$ cat config.mk
export PLATFORM = sky130hd
export DESIGN_NAME = mmio_uart_flat
export DESIGN_NICKNAME = d
export VERILOG_FILES = /design/src/rtl/mmio_uart_if.sv /design/src/rtl/mmio_uart.sv /design/src/flat_wrapper.sv
export SDC_FILE = /design/constraint.sdc
export NUM_CORES = 1
export LEC_CHECK = 0
export ABC_AREA = 1
export CORE_ASPECT_RATIO = 0.75
export CORE_MARGIN = 2
export CORE_UTILIZATION = 53
export CTS_CLUSTER_SIZE = 14
export DETAILED_ROUTE_END_ITERATION = 10
export PLACE_DENSITY = 0.84
export SYNTH_ARGS = -nofsm -noshare
export SYNTH_HDL_FRONTEND = slang
export SYNTH_SLANG_ARGS = --single-unit
$ cat constraint.sdc
create_clock -name clk -period 2.3 [get_ports clk]
set_clock_uncertainty 0.05 [all_clocks]
set_input_delay 0.345 -clock clk [delete_from_list [all_inputs] [get_ports clk]]
set_output_delay 0.345 -clock clk [all_outputs]
set_load 0.005 [all_outputs]
$ cat src/rtl/mmio_uart_if.sv
// CPU-side bus, RAM read-data return and serial pins of the memory-mapped UART.
interface mmio_uart_if;
  logic [15:0] addr;
  logic [7:0]  wdata;
  logic        wren;
  logic [7:0]  rdata;
  logic [7:0]  ram_rdata;
  logic        ram_wren;
  logic        tx;
  logic        rx;

  modport master (output addr, wdata, wren, ram_rdata, rx,
                  input  rdata, ram_wren, tx);
  modport slave  (input  addr, wdata, wren, ram_rdata, rx,
                  output rdata, ram_wren, tx);
endinterface

$ cat src/rtl/mmio_uart.sv
// UART mapped into a 16-byte I/O window on the CPU bus; splits RAM writes and
// muxes registered I/O read data onto the RAM read path with matching latency.
module mmio_uart #(
  parameter logic [15:0] IO_BASE    = 16'hFF00,
  parameter int unsigned DIVISOR    = 217,
  parameter int unsigned FIFO_DEPTH = 8
) (
  input logic        clk,
  input logic        rst_n,
  mmio_uart_if.slave bus
);
  localparam int unsigned PW = $clog2(FIFO_DEPTH);
  localparam int unsigned AW = PW + 1;
  localparam int unsigned CW = $clog2(DIVISOR);
  localparam logic [CW-1:0] BIT_LAST  = CW'(DIVISOR - 1);
  localparam logic [CW-1:0] HALF_LAST = CW'(DIVISOR / 2 - 1);

  typedef enum logic [1:0] {S_IDLE, S_START, S_DATA, S_STOP} state_t;

  logic          hit, sel_data, sel_status, wr_data, wr_status, rd_clr;
  logic          hit_q, data_q;
  logic [7:0]    io_rdata_q, status;
  logic [AW-1:0] wp, rp;
  logic [7:0]    mem [FIFO_DEPTH];
  logic          tx_empty, tx_full, tx_idle, push_ok, pop;
  state_t        tx_state, rx_state;
  logic [CW-1:0] tx_cnt, rx_cnt;
  logic [2:0]    tx_bit, rx_bit;
  logic [7:0]    tx_sh, rx_sh, rx_byte;
  logic          tx_q, tx_tick, rx_tick, rx_s, rx_done_ok, rx_done_err;
  logic [1:0]    rx_sync;
  logic          rx_valid, rx_overrun, frame_err, tx_overflow;

  // Address decode; read-clear only on the first cycle DATA is addressed.
  assign hit        = bus.addr[15:4] == IO_BASE[15:4];
  assign sel_data   = hit && (bus.addr[3:0] == 4'h0);
  assign sel_status = hit && (bus.addr[3:0] == 4'h1);
  assign wr_data    = sel_data && bus.wren;
  assign wr_status  = sel_status && bus.wren;
  assign rd_clr     = sel_data && !bus.wren && !data_q;

  assign bus.ram_wren = bus.wren && !hit;
  assign bus.rdata    = hit_q ? io_rdata_q : bus.ram_rdata;
  assign bus.tx       = tx_q;

  assign status = {2'b00, tx_overflow, frame_err, rx_overrun, rx_valid, tx_idle, tx_full};

  always_ff @(posedge clk or negedge rst_n) begin
    if (!rst_n) begin
      hit_q      <= 1'b0;
      data_q     <= 1'b0;
      io_rdata_q <= 8'h00;
    end else begin
      hit_q      <= hit;
      data_q     <= sel_data;
      io_rdata_q <= sel_data ? rx_byte : (sel_status ? status : 8'h00);
    end
  end

  // TX FIFO; a push into a full FIFO still lands if a pop frees a slot this cycle.
  assign tx_empty = wp == rp;
  assign tx_full  = (wp[PW] != rp[PW]) && (wp[PW-1:0] == rp[PW-1:0]);
  assign push_ok  = wr_data && (!tx_full || pop);

  always_ff @(posedge clk) begin
    if (push_ok) mem[wp[PW-1:0]] <= bus.wdata;
  end

  always_ff @(posedge clk or negedge rst_n) begin
    if (!rst_n) begin
      wp <= '0;
      rp <= '0;
    end else begin
      if (push_ok) wp <= wp + AW'(1);
      if (pop)     rp <= rp + AW'(1);
    end
  end

  // TX shifter; the next frame chains straight out of STOP so frames stay 10 bits long.
  assign tx_tick = tx_cnt == BIT_LAST;
  assign pop     = !tx_empty && ((tx_state == S_IDLE) || (tx_state == S_STOP && tx_tick));
  assign tx_idle = tx_empty && (tx_state == S_IDLE);

  always_ff @(posedge clk or negedge rst_n) begin
    if (!rst_n) begin
      tx_state <= S_IDLE;
      tx_cnt   <= '0;
      tx_bit   <= '0;
      tx_sh    <= '0;
      tx_q     <= 1'b1;
    end else if (pop) begin
      tx_state <= S_START;
      tx_cnt   <= '0;
      tx_sh    <= mem[rp[PW-1:0]];
      tx_q     <= 1'b0;
    end else begin
      case (tx_state)
        S_IDLE: tx_cnt <= '0;
        S_START: begin
          if (tx_tick) begin
            tx_state <= S_DATA;
            tx_cnt   <= '0;
            tx_bit   <= '0;
            tx_q     <= tx_sh[0];
          end else begin
            tx_cnt <= tx_cnt + CW'(1);
          end
        end
        S_DATA: begin
          if (tx_tick) begin
            tx_cnt <= '0;
            if (tx_bit == 3'd7) begin
              tx_state <= S_STOP;
              tx_q     <= 1'b1;
            end else begin
              tx_bit <= tx_bit + 3'd1;
              tx_sh  <= {1'b0, tx_sh[7:1]};
              tx_q   <= tx_sh[1];
            end
          end else begin
            tx_cnt <= tx_cnt + CW'(1);
          end
        end
        S_STOP: begin
          if (tx_tick) begin
            tx_state <= S_IDLE;
            tx_cnt   <= '0;
          end else begin
            tx_cnt <= tx_cnt + CW'(1);
          end
        end
        default: tx_state <= S_IDLE;
      endcase
    end
  end

  // RX receiver: synchronised input, start bit re-checked at mid-bit to reject glitches.
  assign rx_s        = rx_sync[1];
  assign rx_tick     = rx_cnt == BIT_LAST;
  assign rx_done_ok  = (rx_state == S_STOP) && rx_tick && rx_s;
  assign rx_done_err = (rx_state == S_STOP) && rx_tick && !rx_s;

  always_ff @(posedge clk or negedge rst_n) begin
    if (!rst_n) begin
      rx_sync  <= 2'b11;
      rx_state <= S_IDLE;
      rx_cnt   <= '0;
      rx_bit   <= '0;
      rx_sh    <= '0;
    end else begin
      rx_sync <= {rx_sync[0], bus.rx};
      case (rx_state)
        S_IDLE: begin
          rx_cnt <= '0;
          if (!rx_s) rx_state <= S_START;
        end
        S_START: begin
          if (rx_cnt == HALF_LAST) begin
            rx_cnt   <= '0;
            rx_bit   <= '0;
            rx_state <= rx_s ? S_IDLE : S_DATA;
          end else begin
            rx_cnt <= rx_cnt + CW'(1);
          end
        end
        S_DATA: begin
          if (rx_tick) begin
            rx_cnt <= '0;
            rx_sh  <= {rx_s, rx_sh[7:1]};
            if (rx_bit == 3'd7) rx_state <= S_STOP;
            else                rx_bit   <= rx_bit + 3'd1;
          end else begin
            rx_cnt <= rx_cnt + CW'(1);
          end
        end
        S_STOP: begin
          if (rx_tick) begin
            rx_cnt   <= '0;
            rx_state <= S_IDLE;
          end else begin
            rx_cnt <= rx_cnt + CW'(1);
          end
        end
        default: rx_state <= S_IDLE;
      endcase
    end
  end

  // RX buffer and sticky flags; a set always beats a same-cycle clear.
  always_ff @(posedge clk or negedge rst_n) begin
    if (!rst_n) begin
      rx_byte     <= 8'h00;
      rx_valid    <= 1'b0;
      rx_overrun  <= 1'b0;
      frame_err   <= 1'b0;
      tx_overflow <= 1'b0;
    end else begin
      if (rx_done_ok) rx_byte <= rx_sh;
      rx_valid    <= rx_done_ok || (rx_valid && !rd_clr);
      rx_overrun  <= (rx_done_ok && rx_valid && !rd_clr) ||
                     (rx_overrun && !(wr_status && bus.wdata[3]));
      frame_err   <= rx_done_err || (frame_err && !(wr_status && bus.wdata[4]));
      tx_overflow <= (wr_data && tx_full && !pop) ||
                     (tx_overflow && !(wr_status && bus.wdata[5]));
    end
  end
endmodule

$ cat src/flat_wrapper.sv
// flat-port wrapper written by rule: the top's interface ports become plain ports
module mmio_uart_flat 
#(
  parameter logic [15:0] IO_BASE    = 16'hFF00,
  parameter int unsigned DIVISOR    = 217,
  parameter int unsigned FIFO_DEPTH = 8
)
  (clk, rst_n, bus_addr, bus_wdata, bus_wren, bus_ram_rdata, bus_rx, bus_rdata, bus_ram_wren, bus_tx);
  mmio_uart_if bus_i ();
  input logic clk;
  input logic rst_n;
  input wire logic [$bits(bus_i.addr)-1:0] bus_addr;
  input wire logic [$bits(bus_i.wdata)-1:0] bus_wdata;
  input wire logic [$bits(bus_i.wren)-1:0] bus_wren;
  input wire logic [$bits(bus_i.ram_rdata)-1:0] bus_ram_rdata;
  input wire logic [$bits(bus_i.rx)-1:0] bus_rx;
  output wire logic [$bits(bus_i.rdata)-1:0] bus_rdata;
  output wire logic [$bits(bus_i.ram_wren)-1:0] bus_ram_wren;
  output wire logic [$bits(bus_i.tx)-1:0] bus_tx;
  assign bus_i.addr = bus_addr;
  assign bus_i.wdata = bus_wdata;
  assign bus_i.wren = bus_wren;
  assign bus_i.ram_rdata = bus_ram_rdata;
  assign bus_i.rx = bus_rx;
  assign bus_rdata = bus_i.rdata;
  assign bus_ram_wren = bus_i.ram_wren;
  assign bus_tx = bus_i.tx;
  mmio_uart #(.IO_BASE(IO_BASE), .DIVISOR(DIVISOR), .FIFO_DEPTH(FIFO_DEPTH)) u_core (.clk(clk), .rst_n(rst_n), .bus(bus_i));
endmodule
==> results of run 1 <==
power by group through the flow:
stage	clock (µW)	sequential (µW)	combinational, µW
final	2720	2900	1670
after global routing	2850	2920	1910
after CTS	2750	2900	1670
after detailed placement	0	2940	1650
after global placement	0	2940	1620
after floorplan	0	2880	1290
layer usage:
metal  up-vias  track usage  share of wire
met3        26       0.0538          0.066
met2       187        0.368           0.47
met4         0       0.0786          0.016
met5         -            0              0
met1      2295        0.308           0.45
li1       2472            -              -
worst max path at each step:
stage                     startpoint          endpoint  slack, ns  cells after the start
detailed placement       bus_addr[2]  u_core.mem[1][6]      -0.04                      9
global route        u_core.tx_cnt[0]  u_core.mem[2][6]      0.002                     11
finish                  u_core.hit_q      bus_rdata[5]       0.07                      2
global placement         bus_addr[2]  u_core.mem[0][3]       0.03                      9
CTS                     u_core.hit_q      bus_rdata[5]       0.06                      2
floorplan           u_core.tx_cnt[0]  u_core.mem[0][0]       0.17                     10
layout by cell type (no fill, tap or decap), drive strengths merged, types with 7 or more instances in the layout:
| master | count |
|---|---|
| inv | 84 |
| buf | 20 |
| edfxtp | 64 |
| dfrtp | 72 |
| clkbuf | 18 |
| nand4 | 11 |
| mux2 | 8 |
| o21ai | 30 |
| nand3 | 33 |
| clkdlybuf4s50 | 44 |
| xor2 | 8 |
| ha | 17 |
| nor2 | 52 |
| o211ai | 7 |
| nor3 | 12 |
| nand2 | 305 |
final cells by class:
| class | count | share of cell area |
|---|---|---|
| Clock inverter | 14 | 0.0202 |
| Tap cell | 166 | 0.0263 |
| Inverter | 79 | 0.0381 |
| Sequential cell | 139 | 0.481 |
| Clock buffer | 18 | 0.0543 |
| Multi-Input combinational cell | 498 | 0.303 |
| Timing Repair Buffer | 65 | 0.0775 |
sequential cells by signal, summed over array words and instances (netlist names), 4 cells and up, named ones only:
register,count
u_core.tx_sh,8
u_core.io_rdata_q,8
u_core.rx_byte,8
u_core.tx_cnt,8
u_core.rx_cnt,8
u_core.rx_sh,8
u_core.rp,4
u_core.wp,4
u_core.mem,64
worst max-delay path: stages, from the launching register on:
cell,delay (ns)
dfrtp_1,0.57
mux2_2,0.39
clkdlybuf4s50_1,0.45
per-stage QoR:
stage	setup TNS [ns]	area [µm²]	utilization
global placement	0	7310	0.598
detailed placement	-0.287	7310	0.598
finish	0	7910	0.647
CTS	0	7910	0.647
global route	0	7910	0.647
floorplan	0	6620	-
logic make-up (layout without fill, tap and decap cells):
| family | count (synthesis) | count (layout) |
|---|---|---|
| AO/OA/AOI/OAI | 43 | 43 |
| adder cells (fa/ha/maj) | 17 | 17 |
| multiplexers | 8 | 8 |
| flip-flops | 139 | 139 |
| XOR/XNOR | 9 | 9 |
| buffers and inverters | 99 | 176 |
| AND/OR/NAND/NOR | 421 | 421 |
repair_timing:
action,4_1_cts,5_1_grt
hold buffers,1,0
endpoints found under the hold margin,72,0
setup buffers,0,0
resized for setup,0,1
setup endpoints to repair,0,46
==> results.md, run 1 <==
- Min-delay src: bus_rx
- RR Startpoint: u_core.tx_cnt[0]
- WHS Endpoint: u_core.rx_sync[0]
- Final HPWL DP: 9.63 mm
- Worst slew margin: 0.690
- Antenna-violating nets left: 0
- #FFs+latches synth: 139
- RR Endpoint: u_core.mem[1][1]
- Final min period: 2.23 ns
- Cells after DPL: 946
- Largest net degree at the start of global routing: 76
- Clk_lat worst skew: 0.42 ns
- Synth warn: 0
- P_leak: around 0.0037 µW
- Commonest cells post-synth: 300 x nand2_1, 72 x dfrtp_1, 68 x inv_1, 64 x edfxtp_1, 48 x nor2_1
- Proportion of power drawn by the clock network: 0.373
- Main synth FF type: dfrtp_1
- Multi-input logic area: between 2000 and 2500 µm²
- Sinks on the clock net: 139
- Drt total wl: 14.1 mm
- PortBufs: between 40 and 50
- Syn Inst Count: between 700 and 800
- N_diodes: 0
- Slew Viols, Final: 0
- Row count: 35
- Distinct cells, synth: 41
- Global route overflow: 0
- Req. time, crit path: approximately 1.9 ns
- Max IR drop VDD: 0.000571 V
- Syn Nets: 789
- Max-cap violation count: 0
- CTS root buffer: clkbuf_16
- CTS Buf Count: 17
- Drt via density: 5.09
- Combinational share of power: 0.229
- GP Congestion: 0.848
- Status: completed
- Io pins: 46
- Clock transition at path regs: 0.06 ns
- Hold WC Path Type: input port to flip-flop
- Synth Area in Compound Gates: 0.0361
- Cell-internal power: 4980 µW
- CTS tree: built
- Mapped cell area: 6620 µm²
- Nets: 853
- Number of synthesized flops with an enable pin: 64
- Max clock buf depth: 2
- Final Setup Violations: 0
- Fillers: 893
- Initial Util: 0.542
- Count leader, synth: nand2_1
- Via count: around 5000
- # DRC: 0
- Pre-Repair DR Iteration Count: 6
- Die width: 133 µm
- CP arrival: 1.84 ns
- First DRT Iteration DRCs: 447
- Pre-CTS WS: -0.0359 ns
- Vias in the first global route: 4812
- Hold Slack: 0.271 ns
- Simple-gate share of the synthesized area: 0.268
- H-tree Lvls: 4
- Layout cells sized above 1: 0.107
- Sequential power share: 0.398
- Power per cell area: 922 nW/µm²
- Critical Path Sink Type: primary output
- CP Class: flip-flop to primary output
- GRT Util Overall: 0.228
- Seq/Total Area, Yosys: 0.574
- Die height: 101 µm
- Final WS setup: 0.0685 ns
- Final hold viol count: 0
- Adder-cell area share of the yosys netlist: 0.0321
- WHS Path Cells: 1
- Post-synthesis mux area share: 0.0136
- Worst-case reg-to-reg path depth: 11
- NetSw: between 2000 and 2500 µW
- Wire per inst: between 10 and 15 µm
- Final period util: 0.970
- Yosys top cell by area: edfxtp_1
- Sw Share: 0.317
- RSZ-0062 raised after global routing: false
- First-pass GRT wire length: 23.6 mm
- Fmax: 448 MHz
- Die Footprint: 13400 µm²
- R2R Setup Slk: 0.14 ns
- Mean Syn Cell Area: 9.00 µm²
- Core Box Area: 12200 µm²
- Top cell type's share of synthesized area: 0.290
- Synth Area in XOR/XNOR: 0.0119
- Final non-filler cell total: 979
- Async SR Flop Fraction: 0.540
- Overall power: 7290 µW
- Tightest Pin Transition: 0.464 ns
- Crit path launch type: flip-flop
- Area grow syn2layout: 19.4%
- Worst-path fanout max: 8
- Synth area leaders: edfxtp_1 29%, dfrtp_1 27%, nand2_1 17%
- Register Area: 3800 µm²
- Largest family of logic cells by synthesized area: simple AND/OR/NAND/NOR gates
- Antenna violations before repair: 0
Power figures use the tool's default switching activity.
==> inputs of run 2 (changes only) <==
--- a/config.mk
+++ b/config.mk
@@ -12,6 +12,7 @@
 export CTS_CLUSTER_SIZE = 14
 export DETAILED_ROUTE_END_ITERATION = 10
 export PLACE_DENSITY = 0.84
+export RECOVER_POWER = 50
 export SYNTH_ARGS = -nofsm -noshare
 export SYNTH_HDL_FRONTEND = slang
 export SYNTH_SLANG_ARGS = --single-unit
==> run 2 against run 1 <==
Setup slack lost 0.0026 ns. Cell area shrank 0.16%. Sequential power barely moved. Clock power about the same. Combinational power barely moved. Via count increased by 0.38%. Largest power group unchanged. Die area stayed put. Register-to-register slack about the same. Global-route usage did not move. Non-clock buffer count did not move.
==> results.md, run 2 (same netlist as run 1, synthesis figures left out) <==
- PortBufs: 45
- GP Congestion: 0.848
- Global route overflow: 0
- Slew Viols, Final: 0
- Die width: between 100 and 150 µm
- # DRC: 0
- Setup TNS: 0 ns
- CTS tree: built
- CTS Buf Count: 17
- Row count: 35
- Status: completed
- First-pass GRT wire length: 23.6 mm
- Largest net degree at the start of global routing: 76
- Crit path launch type: flip-flop
- Fillers: 895
- Clock transition at path regs: 0.06 ns
- Worst-path fanout max: 8
- Met3 usage: 0.0538
- First DRT Iteration DRCs: around 440
- Die Footprint: around 13000 µm²
- Core Box Area: ~12000 µm²
- Antenna-violating nets left: 0
- Max reg flops: 64
- CTS root buffer: clkbuf_16
- N_diodes: 0
- Met2 Use GR: 0.368
- Power per cell area: 923 nW/µm²
- P_leak: ~0.0037 µW
- Final period util: 0.971
- Vias in the first global route: about 4800
- Commonest non-fill, non-tap cells in the layout: 300 x nand2_1, 71 x dfrtp_1, 68 x inv_1
- Nets: 853
- Final HPWL DP: 9.63 mm
- Sinks on the clock net: 139
- Hold WC Path Type: flip-flop to flip-flop
- Max IR drop VDD: 0.000571 V
- Pre-Repair DR Iteration Count: 5
- Final Setup Violations: 0
- Drt via density: 5.11
- Final hold viol count: 0
- Register Area: 3800 µm²
- Most common cell after layout, fill and taps aside: nand2_1
- CP Class: flip-flop to primary output
- Multi-input logic area: 2390 µm²
- Wire per inst: ~14 µm
- Req. time, crit path: 1.90 ns
- Layout cells sized above 1: 0.107
- H-tree Lvls: 4
- CP arrival: about 1.8 ns
- Io pins: 46
- M1 GR Usage: 0.308
- Tightest Pin Transition: about 1.0 ns
- Final Util: 0.646
- Die height: 101 µm
- Drt total wl: 14.1 mm
- Antenna violations before repair: 0
- GRT Util Overall: 0.228
- Critical Path Sink Type: primary output
- Max clock buf depth: 2
- Fmax: 448 MHz
- Area grow syn2layout: 19.3%
- Worst slew margin: 0.329
- Initial Util: 0.542
- RSZ-0062 raised after global routing: false
- Final min period: 2.23 ns
- Via count: 4999
- Max-cap violation count: 0
- Most Crowded Layer GR: met2
- Clk_lat worst skew: 0.42 ns
-- run 2: changes by cell type in the layout (fill, tap and decap cells not counted), sizes merged --
cell           previous run  this run
dlygate4sd3               1        10
clkbuf                   18        20
clkdlybuf4s50            44        35
buf                      20        18
-- run 2: final cells by class --
cell class | count | area share
clock buffers | 18 | 0.0543
clock inverters | 14 | 0.0203
inverters | 79 | 0.0382
multi-input cells | 498 | 0.303
flip-flops and latches | 139 | 0.482
well taps | 166 | 0.0263
repair buffers | 65 | 0.0761
-- run 2: through the flow --
step	power (µW)	cells	setup slack [ns]	area (µm²)	hold WS [ns]
after floorplan	4160	736	0.171	6620	-0.000591
after global placement	4560	946	0.0288	7310	0.297
after detailed placement	4590	946	-0.0359	7310	0.298
after CTS	7320	979	0.0603	7910	0.259
after global routing	7670	979	0.00189	7900	0.312
final	7280	979	0.0659	7900	0.311
-- run 2: routing by layer --
layer	part of all wire	up-vias
li1	-	2472
met4	0.015	0
met3	0.068	25
met2	0.47	190
met1	0.45	2312
met5	0	-
-- run 2: where the power goes --
part           internal (µW)  switching, µW
sequential              2760            147
combinational            599           1070
clock                   1620           1090
-- run 2: final timing paths --
check	startpoint	endpoint	slack (ns)	cells past startpoint
max in group asynchronous	rst_n	u_core.rp[2]	0.77	3
hold reg to reg	u_core.rx_sync[0]	u_core.rx_sync[1]	0.31	0
setup / recovery	u_core.hit_q	bus_rdata[5]	0.07	2
setup reg to reg	u_core.tx_cnt[0]	u_core.mem[1][1]	0.15	11
hold / removal	u_core.rx_sync[0]	u_core.rx_sync[1]	0.31	0
min in group asynchronous	rst_n	u_core.rx_sh[6]	0.71	3
-- run 2: repair_timing --
item / CTS / global route
resized for setup: 0 / 1
setup endpoints to repair: 0 / 46
hold buffers: 1 / 0
setup buffers: 0 / 0
hold endpoints to repair: 72 / 0
-- run 2: worst max-delay path, stage by stage, from the launching register on --
cell	delay, ns
dfrtp_1	0.58
mux2_2	0.39
clkdlybuf4s50_1	0.45
